==> config.mk <==
export PLATFORM = sky130hd
export DESIGN_NAME = mem_arbiter
export DESIGN_NICKNAME = d
export VERILOG_FILES = /design/src/rtl/mem_arbiter_pkg.sv /design/src/rtl/mem_arbiter_prio.sv /design/src/rtl/mem_arbiter.sv
export SDC_FILE = /design/constraint.sdc
export NUM_CORES = 1
export LEC_CHECK = 0
export CAP_MARGIN = 20
export CORE_AREA = 4 4 102 104
export DETAILED_ROUTE_END_ITERATION = 8
export DIE_AREA = 0 0 106 108
export GPL_TIMING_DRIVEN = 0
export PLACE_DENSITY = 0.7
export SLEW_MARGIN = 20
export SYNTH_ARGS = -nofsm -noshare
export SYNTH_HDL_FRONTEND = slang
export SYNTH_HIERARCHICAL = 1
export SYNTH_SLANG_ARGS = --single-unit
==> constraint.sdc <==
create_clock -name clock -period 2.2 [get_ports clock]
set_input_delay 0.44 -clock clock [delete_from_list [all_inputs] [get_ports clock]]
set_output_delay 0.44 -clock clock [all_outputs]
set_load 0.05 [all_outputs]
==> src/rtl/mem_arbiter_pkg.sv <==
// Shared types for the fetch/data memory arbiter.
// Holds owner states, opcodes and the memory request record.
`timescale 1ns/1ps
package mem_arbiter_pkg;

   typedef enum logic [1:0] {
      IDLE  = 2'd0,
      RSP_F = 2'd1,
      RSP_D = 2'd2
   } state_t;

   localparam logic [31:0] NOP_INSTR = 32'h0000_0013;

   localparam logic [1:0] OP_FETCH = 2'd0;
   localparam logic [1:0] OP_LOAD  = 2'd1;
   localparam logic [1:0] OP_STORE = 2'd2;

   typedef struct packed {
      logic [1:0]  op;
      logic [29:0] word;
      logic [31:0] wdata;
      logic [3:0]  strb;
   } mem_req_t;

   localparam int MEM_REQ_W = $bits(mem_req_t);

endpackage

==> src/rtl/mem_arbiter_prio.sv <==
// Two-way fixed-priority selector with a starvation override.
// req_hi normally wins; starve hands the slot to req_lo.
`timescale 1ns/1ps
module arb_prio2 (
   input  logic       req_hi,
   input  logic       req_lo,
   input  logic       starve,
   output logic [1:0] grant
);

   always_comb begin
      grant = 2'b00;
      priority case (1'b1)
         (starve && req_lo): grant = 2'b10;
         req_hi:             grant = 2'b01;
         req_lo:             grant = 2'b10;
         default:            grant = 2'b00;
      endcase
   end

endmodule

==> src/rtl/mem_arbiter.sv <==
// Arbitrates instruction fetch and data ports onto one word memory.
// One request per cycle; response presented exactly one cycle later.
`timescale 1ns/1ps
module mem_arbiter
   import mem_arbiter_pkg::*;
#(
   parameter int MEM_WORDS    = 1048576,
   parameter int STARVE_LIMIT = 4
) (
   input  logic                         clock,
   input  logic                         reset,
   input  logic                         f_valid,
   input  logic [31:0]                  f_addr,
   output logic                         f_ready,
   input  logic                         f_flush,
   output logic                         f_rsp_valid,
   output logic [31:0]                  f_rsp_data,
   output logic                         f_rsp_err,
   input  logic                         d_valid,
   input  logic                         d_we,
   input  logic [31:0]                  d_addr,
   input  logic [31:0]                  d_wdata,
   input  logic [3:0]                   d_wstrb,
   output logic                         d_ready,
   output logic                         d_rsp_valid,
   output logic                         d_rsp_err,
   output logic [31:0]                  d_rsp_data,
   output logic                         mem_en,
   output logic                         mem_we,
   output logic [$clog2(MEM_WORDS)-1:0] mem_addr,
   output logic [31:0]                  mem_wdata,
   output logic [3:0]                   mem_wstrb,
   input  logic [31:0]                  mem_rdata
);

   localparam int AW = $clog2(MEM_WORDS);
   localparam int SW = $clog2(STARVE_LIMIT + 1);

   state_t        state;
   logic [1:0]    op;
   logic          err;
   logic [SW-1:0] starve_cnt;
   logic          starve;
   logic          oob;
   logic          acc;
   logic [1:0]    grant;
   mem_req_t      req;
   logic          unused_lsb;

   assign unused_lsb = ^{f_addr[1:0], d_addr[1:0]};
   assign starve = (starve_cnt == SW'(STARVE_LIMIT));

   arb_prio2 u_arb (
      .req_hi (reset & d_valid),
      .req_lo (reset & f_valid & ~f_flush),
      .starve (starve),
      .grant  (grant)
   );

   assign d_ready = grant[0];
   assign f_ready = grant[1];
   assign acc     = |grant;

   always_comb begin
      req = '0;
      if (grant[1]) begin
         req.op   = OP_FETCH;
         req.word = f_addr[31:2];
      end else if (grant[0]) begin
         req.op    = d_we ? OP_STORE : OP_LOAD;
         req.word  = d_addr[31:2];
         req.wdata = d_wdata;
         req.strb  = d_we ? d_wstrb : 4'h0;
      end
   end

   // Out-of-range requests are still accepted, just never reach memory.
   assign oob       = ({2'b00, req.word} >= 32'(MEM_WORDS));
   assign mem_en    = acc & ~oob;
   assign mem_we    = mem_en & (req.op == OP_STORE);
   assign mem_addr  = req.word[AW-1:0];
   assign mem_wdata = req.wdata;
   assign mem_wstrb = mem_we ? req.strb : 4'h0;

   always_ff @(posedge clock) begin
      if (!reset) begin
         state      <= IDLE;
         op         <= OP_FETCH;
         err        <= 1'b0;
         starve_cnt <= '0;
      end else begin
         state <= grant[1] ? RSP_F : (grant[0] ? RSP_D : IDLE);
         op    <= req.op;
         err   <= acc & oob;
         if (!f_valid || grant[1])
            starve_cnt <= '0;
         else if (grant[0] && !starve)
            starve_cnt <= starve_cnt + 1'b1;
      end
   end

   // Response outputs use mem_rdata directly: it lands in the response cycle.
   assign f_rsp_valid = reset & (state == RSP_F) & ~f_flush;
   assign f_rsp_err   = f_rsp_valid & err;
   assign f_rsp_data  = !f_rsp_valid ? 32'h0 :
                        (err ? NOP_INSTR : mem_rdata);

   assign d_rsp_valid = reset & (state == RSP_D);
   assign d_rsp_err   = d_rsp_valid & err;
   assign d_rsp_data  = (d_rsp_valid && !err && op == OP_LOAD) ?
                        mem_rdata : 32'h0;

endmodule

==> results by group, run 1 <==
GRT
  • Overall Global Routing Usage: 0.155
  • Initial antenna violation count: 0
  • Number of global-route vias before repair: roughly 2700
  • Largest net degree at the start of global routing: 11
  • First-pass GRT wire length: about 14 mm
  • Total grt overflow: 0

Setup path
  • Worst Setup Path Type: flop to output pin
  • CP max FO: 4
  • Worst Path Required: 1.76 ns
  • CP Launch Type: flop
  • CP arrival: 2.06 ns
  • Type of destination of the critical path: output pin

Layout
  • Net count, final: around 620
  • Most frequent cells in the layout: clkdlybuf4s50_1, buf_8, and2_1, buf_2, and2_4
  • Final core utilization: 0.511
  • Fillers: slightly above 900
  • Synth-to-Final Area Change: 169%
  • Final non-filler cell total: between 600 and 700
  • Area of the multi-input gates: 1370 um^2
  • Design Area, Final: ~4900 um^2
  • Most common cell after layout, fill and taps aside: clkdlybuf4s50_1
  • Share of cells above drive strength 1: 0.498
  • Reg area: approximately 160 um^2
  • Ant diodes: 0

Placed design
  • Placed instance area: ~5000 um^2
  • Port bufs: around 260
  • Dpl cells: about 640
  • DP Wirelength: roughly 8 mm
  • Dpl ws: -1.52 ns
  • RD Place Congestion: roughly 0.76

Power
  • Pleak: between 2 and 2.5 nW
  • PwrDens: around 230 nW/um^2
  • NetSw: between 0.3 and 0.4 mW
  • Internal: roughly 0.73 mW
  • Overall power: approximately 1.1 mW
  • Clock power frac: 0.151
  • Combinational share of power: 0.713
  • Worst VDD drop: 0.156 mV
  • Sw frac: 0.352
  • Power share of the sequential group: 0.136

Timing
  • Final WS setup: -0.301 ns
  • Setup violations, final: between 50 and 60
  • RSZ-0062 raised after global routing: true
  • Skew final: ~0.0042 ns
  • Post-layout minimum cycle time: around 2.5 ns
  • Aggregate negative setup slack: -12.57 ns
  • Period utilisation layout: 1.14
  • Achievable Freq: ~400 MHz
  • Final slew viol count: 0
  • Worst-Margin Slew: between 0.5 and 0.6 ns
  • Fin. Hold Viols: 0
  • Normalized max-slew margin: 0.649
  • WHS: between 0.5 and 0.6 ns

Synth
  • Area leader, netlist: and2_1
  • Register area share after synthesis: 0.0883
  • Post-synth EDFFs: 0
  • Synth top area share: 0.283
  • Synth async-reset ratio: 0
  • Syn Inst Count: around 250
  • Synthesized area per cell: roughly 7.3 um^2
  • Synth area leaders: and2_1, buf_4, a22o_1
  • Seq cells post-synth: 8
  • Mapped Area: 1810 um^2
  • Total number of yosys warnings: 6
  • Synth Flop Type: dfxtp_1
  • Number of library cell types mapped by synthesis: 36
  • Syn nets: between 300 and 400

Detailed routing
  • Post-Route WL: around 9.8 mm
  • DRT Pass-1 Iters: 4
  • Post-DRT Antenna Nets: 0
  • M1 WL: 3.57 mm
  • Met2 wire length: 5.33 mm
  • Residual DRC count: 0
  • Vias per cell: between 4 and 5
  • DRT iter0 DRCs: 48
  • Via count: around 2500
  • Metal3 WL: just over 800 um
  • Average wire per standard cell: between 15 and 20 um
  • Max Used Layer: met4

CTS
  • Root Driver: clkbuf_8
  • Cts hold-fix bufs: 0
  • CTS tree: built
  • Sink Count: 8
  • Max clock buf depth: 2
  • Cts bufs inserted: 3
  • H-Tree Depth: 1
  • Worst-path clk slew: approximately 0.040 ns
  • Clk_lat worst skew: 0.23 ns

Status
  • Status: finished with violations
  • Failing checks: negative setup slack

Die
  • Starting density of the core: 0.190
  • Die Height: 108 um
  • Placeable Area: approximately 9500 um^2
  • I/O Pins: 266
  • DIE AREA: approximately 11000 um^2
  • Core Rows: 36
  • Die Wd: approximately 110 um

Job
  • Total of max-cap violations: 0

Worst hold path
  • Min-delay worst type: flop to flop
-- sequential cells by signal (all words and copies together) (netlist names) --
| signal | count |
|---|---|
| op | 2 |
| err | 1 |
| starve_cnt | 3 |
| state | 2 |
-- metal layers --
metal	GRT usage	up-vias
met2	0.301	111
met5	0	-
met1	0.170	1127
met3	0.0519	5
li1	-	1240
met4	0.0139	0
-- path summary, 6_finish.rpt --
path / start / end / slack, ns / depth (start not counted)
min reg2reg: starve_cnt[2]$_SDFFE_PP0P_ / starve_cnt[2]$_SDFFE_PP0P_ / 0.53 / 2
min: starve_cnt[2]$_SDFFE_PP0P_ / starve_cnt[2]$_SDFFE_PP0P_ / 0.53 / 2
max: starve_cnt[0]$_SDFFE_PP0P_ / mem_en / -0.30 / 10
max reg2reg: starve_cnt[0]$_SDFFE_PP0P_ / err$_SDFF_PN0_ / 0.32 / 10
-- worst max-delay path: stages (launching register included) --
cell and delay, ns:
dfxtp_2 0.32, inv_2 0.07, ha_4 0.13, and2_4 0.17, inv_4 0.04, a21boi_4 0.24, buf_6 0.14, nor4b_4 0.24
nand2_1 0.14, a21oi_4 0.17, buf_8 0.16
-- synthesized netlist by cell type, drive strengths merged (2+ instances only) --
| cell type | count |
|---|---|
| clkbuf | 9 |
| and3b | 2 |
| a21oi | 4 |
| inv | 4 |
| nor4 | 2 |
| a22o | 20 |
| dfxtp | 8 |
| nor2b | 2 |
| o21ai | 2 |
| ha | 2 |
| a21boi | 3 |
| nand2 | 8 |
| nand3b | 2 |
| nor2 | 3 |
| and2 | 103 |
| and3 | 2 |
| buf | 58 |
| o21a | 4 |
-- cell type report --
type                            count  share of cell area
Buffer                             15              0.0405
Clock buffer                        3             0.00846
Inverter                            4             0.00359
Multi-Input combinational cell    170               0.281
Sequential cell                     8              0.0333
Tap cell                          133              0.0341
Timing Repair Buffer              282               0.599
-- what timing repair did --
action / 4_1_cts / 5_1_grt
cloned: 5 / 3
pin swaps: 12 / 23
gates resized for setup: 822 / 28
endpoints found under the hold margin: 0 / 0
endpoints found under the setup margin: 129 / 110
setup buffers: 10 / 3
-- logic make-up (layout without fill, tap and decap cells) --
| family | count (synthesis) | count (layout) | synth area share |
|---|---|---|---|
| compound gates | 36 | 36 | 0.157 |
| flops | 8 | 8 | 0.0883 |
| fa+ha+maj | 2 | 2 | 0.0138 |
| simple gates | 132 | 132 | 0.471 |
| buf+inv | 71 | 304 | 0.270 |
-- power by group through the flow --
stage | logic (mW) | registers, mW | clock network, mW
2_1_floorplan | 0.407 | 0.154 | 0
3_3_place_gp | 0.765 | 0.155 | 0
3_5_place_dp | 0.772 | 0.156 | 0
4_1_cts | 0.821 | 0.153 | 0.176
5_1_grt | 0.840 | 0.153 | 0.189
6_report | 0.802 | 0.153 | 0.170
No activity file was read; power rests on OpenSTA's default activity.
==> run 2, diff against run 1 <==
--- a/config.mk
+++ b/config.mk
@@ -10,6 +10,7 @@
 export DETAILED_ROUTE_END_ITERATION = 8
 export DIE_AREA = 0 0 106 108
 export GPL_TIMING_DRIVEN = 0
+export HOLD_SLACK_MARGIN = 0.12
 export PLACE_DENSITY = 0.7
 export SLEW_MARGIN = 20
 export SYNTH_ARGS = -nofsm -noshare
==> results of run 2 <==
Final layout, timing and power as in run 1 (identical DEF).
==> run 3, diff against run 2 <==
--- a/config.mk
+++ b/config.mk
@@ -17,3 +17,4 @@
 export SYNTH_HDL_FRONTEND = slang
 export SYNTH_HIERARCHICAL = 1
 export SYNTH_SLANG_ARGS = --single-unit
+export TNS_END_PERCENT = 5
==> results by group, run 3 (synthesis gave the netlist of run 1 again) <==
Timing
  • Normalized max-slew margin: 0.640 (-0.00935)
  • Skew final: 0.00594 ns (+0.00173 ns)
  • Period utilisation layout: 1.12 (-0.0186)
  • WHS: 0.515 ns (-0.0141 ns)
  • RSZ-0062 raised after global routing: true
  • Post-layout minimum cycle time: 2.46 ns (-0.0409 ns)
  • Setup violations, final: 58 (-1.7%)
  • Fin. Hold Viols: 0 (unchanged)
  • Achievable Freq: 406 MHz (+1.7%)
  • Worst-Margin Slew: 0.538 ns (+0.0171 ns)
  • Final WS setup: -0.260 ns (+0.0409 ns)
  • Final slew viol count: 0 (unchanged)

CTS
  • CTS tree: built
  • Sink Count: 8 (unchanged)
  • Root Driver: clkbuf_8
  • H-Tree Depth: 1 (unchanged)
  • Clk_lat worst skew: 0.23 ns (about the same)
  • Cts bufs inserted: 3 (unchanged)
  • Max clock buf depth: 2 (unchanged)
  • Worst-path clk slew: 0.04 ns (about the same)
  • Cts hold-fix bufs: 0 (unchanged)

Layout
  • Most frequent cells in the layout: clkdlybuf4s50_1, buf_4, and2_1, buf_8, clkbuf_4
  • Biggest registers after layout: starve_cnt (3), op (2), state (2)
  • Synth-to-Final Area Change: 178%
  • Share of cells above drive strength 1: 0.489 (-0.00942)
  • Design Area, Final: 5040 um^2 (+3.2%)
  • Ant diodes: 0 (unchanged)
  • Most common cell after layout, fill and taps aside: clkdlybuf4s50_1
  • Final core utilization: 0.528 (+0.0165)
  • Net count, final: 664 (+6.4%)
  • Area of the multi-input gates: 1290 um^2 (-5.8%)
  • Reg area: 163 um^2 (unchanged)
  • Fillers: 932 (+1.5%)
  • Number of flip-flops under the largest register name: 3 (unchanged)
  • Largest Register: starve_cnt

Setup path
  • R2R depth: 8 (-2)
  • CP arrival: 2.02 ns (-0.04 ns)
  • CP Launch Type: flop
  • Worst Setup Path Type: flop to output pin
  • Worst r2r src: starve_cnt[0]$_SDFFE_PP0P_
  • Type of destination of the critical path: output pin
  • Worst Path Required: 1.76 ns (about the same)
  • Worst R2R Setup Slack: 0.47 ns (+0.15 ns)
  • RR Endpoint: starve_cnt[2]$_SDFFE_PP0P_
  • CP max FO: 9 (+5)

Status
  • Status: finished with violations
  • Failing checks: negative setup slack

Job
  • Total of max-cap violations: 0 (unchanged)

GRT
  • Overall Global Routing Usage: 0.154 (-0.00126)
  • Number of global-route vias before repair: 2758 (+3.6%)
  • Largest net degree at the start of global routing: 11 (unchanged)
  • Total grt overflow: 0 (unchanged)
  • First-pass GRT wire length: 13.9 mm (-2.1%)
  • Initial antenna violation count: 2 (+2)

Detailed routing
  • DRT iter0 DRCs: 63 (+31%)
  • Via count: 2656 (+7.0%)
  • Post-DRT Antenna Nets: 0 (unchanged)
  • Average wire per standard cell: 15.0 um (-5.8%)
  • Vias per cell: 4.05 (+0.44%)
  • Residual DRC count: 0 (unchanged)
  • DRT Pass-1 Iters: 4 (unchanged)
  • Post-Route WL: 9.81 mm (+0.33%)

Power
  • PwrDens: 225 nW/um^2 (-2.2%)
  • Pleak: 2.40 nW (+4.4%)
  • Worst VDD drop: 0.149 mV (-4.6%)

Placed design
  • DP Wirelength: 8.39 mm (+1.9%)
  • RD Place Congestion: 0.780 (+2.5%)
  • Port bufs: 261 (unchanged)
  • Placed instance area: 4680 um^2 (-7.1%)

Worst hold path
  • Hold path depth: 2 (unchanged)
  • Min-delay worst type: flop to flop
  • Hold endpoint: starve_cnt[2]$_SDFFE_PP0P_
  • Hold path startpoint: starve_cnt[2]$_SDFFE_PP0P_

Die
  • Die Wd: 106 um (unchanged)
  • Core Rows: 36 (unchanged)
  • Placeable Area: 9550 um^2 (unchanged)
  • I/O Pins: 266 (unchanged)
  • Starting density of the core: 0.190 (unchanged)
  • DIE AREA: 11400 um^2 (unchanged)
  • Die Height: 108 um (unchanged)
run 3: power by group:
part,switching (mW),internal (mW)
Combinational,0.340,0.467
Clock,0.0575,0.118
Sequential,0.00258,0.150
run 3: worst max-delay path by stage:
stage	from	to	cells past startpoint
floorplan	f_flush	mem_en	6
global placement	reset	mem_wdata[25]	9
detailed placement	reset	mem_wdata[25]	9
CTS	starve_cnt[0]$_SDFFE_PP0P_	mem_wstrb[2]	10
global route	starve_cnt[0]$_SDFFE_PP0P_	mem_addr[19]	10
finish	starve_cnt[0]$_SDFFE_PP0P_	mem_wstrb[2]	10
run 3: metal layers:
layer  wire, um  vias up  share of wire  GRT usage
met5         40        -         0.0041          0
met4        112        4          0.011     0.0389
li1           -     1312              -          -
met3       1210       11           0.12     0.0669
met1       3120     1160           0.32      0.138
met2       5330      169           0.54      0.313
run 3: layout make-up:
| type | instances | area share |
|---|---|---|
| Buffer | 62 | 0.105 |
| Clock buffer | 3 | 0.00820 |
| Inverter | 4 | 0.00298 |
| Multi-Input combinational cell | 170 | 0.256 |
| Sequential cell | 8 | 0.0323 |
| Tap cell | 133 | 0.0330 |
| Timing Repair Buffer | 275 | 0.562 |
run 3: timing repair:
action / CTS / global route
gates resized for setup: 789 / 95
cloned: 3 / 0
buffers inserted: 6 / 5
endpoints found under the setup margin: 128 / 107
pin swaps: 15 / 10
run 3: worst max-delay path: stages (launching register included):
cell,delay [ns]
dfxtp_2,0.33
inv_2,0.05
ha_4,0.15
and2_4,0.16
inv_2,0.07
a21boi_4,0.07
buf_6,0.14
nor4bb_4,0.25
and4_4,0.28
and2_4,0.15
buf_8,0.14
run 3: stage by stage:
step	std cells	power (mW)	setup TNS [ns]	setup slack [ns]
5_1_grt	655	1.19	-17.56	-0.351
2_1_floorplan	249	0.491	-9.28	-0.209
3_5_place_dp	643	0.860	-158.98	-1.67
4_1_cts	650	1.11	-12.97	-0.294
6_report	655	1.14	-10.99	-0.260
3_3_place_gp	643	0.853	-154.88	-1.66
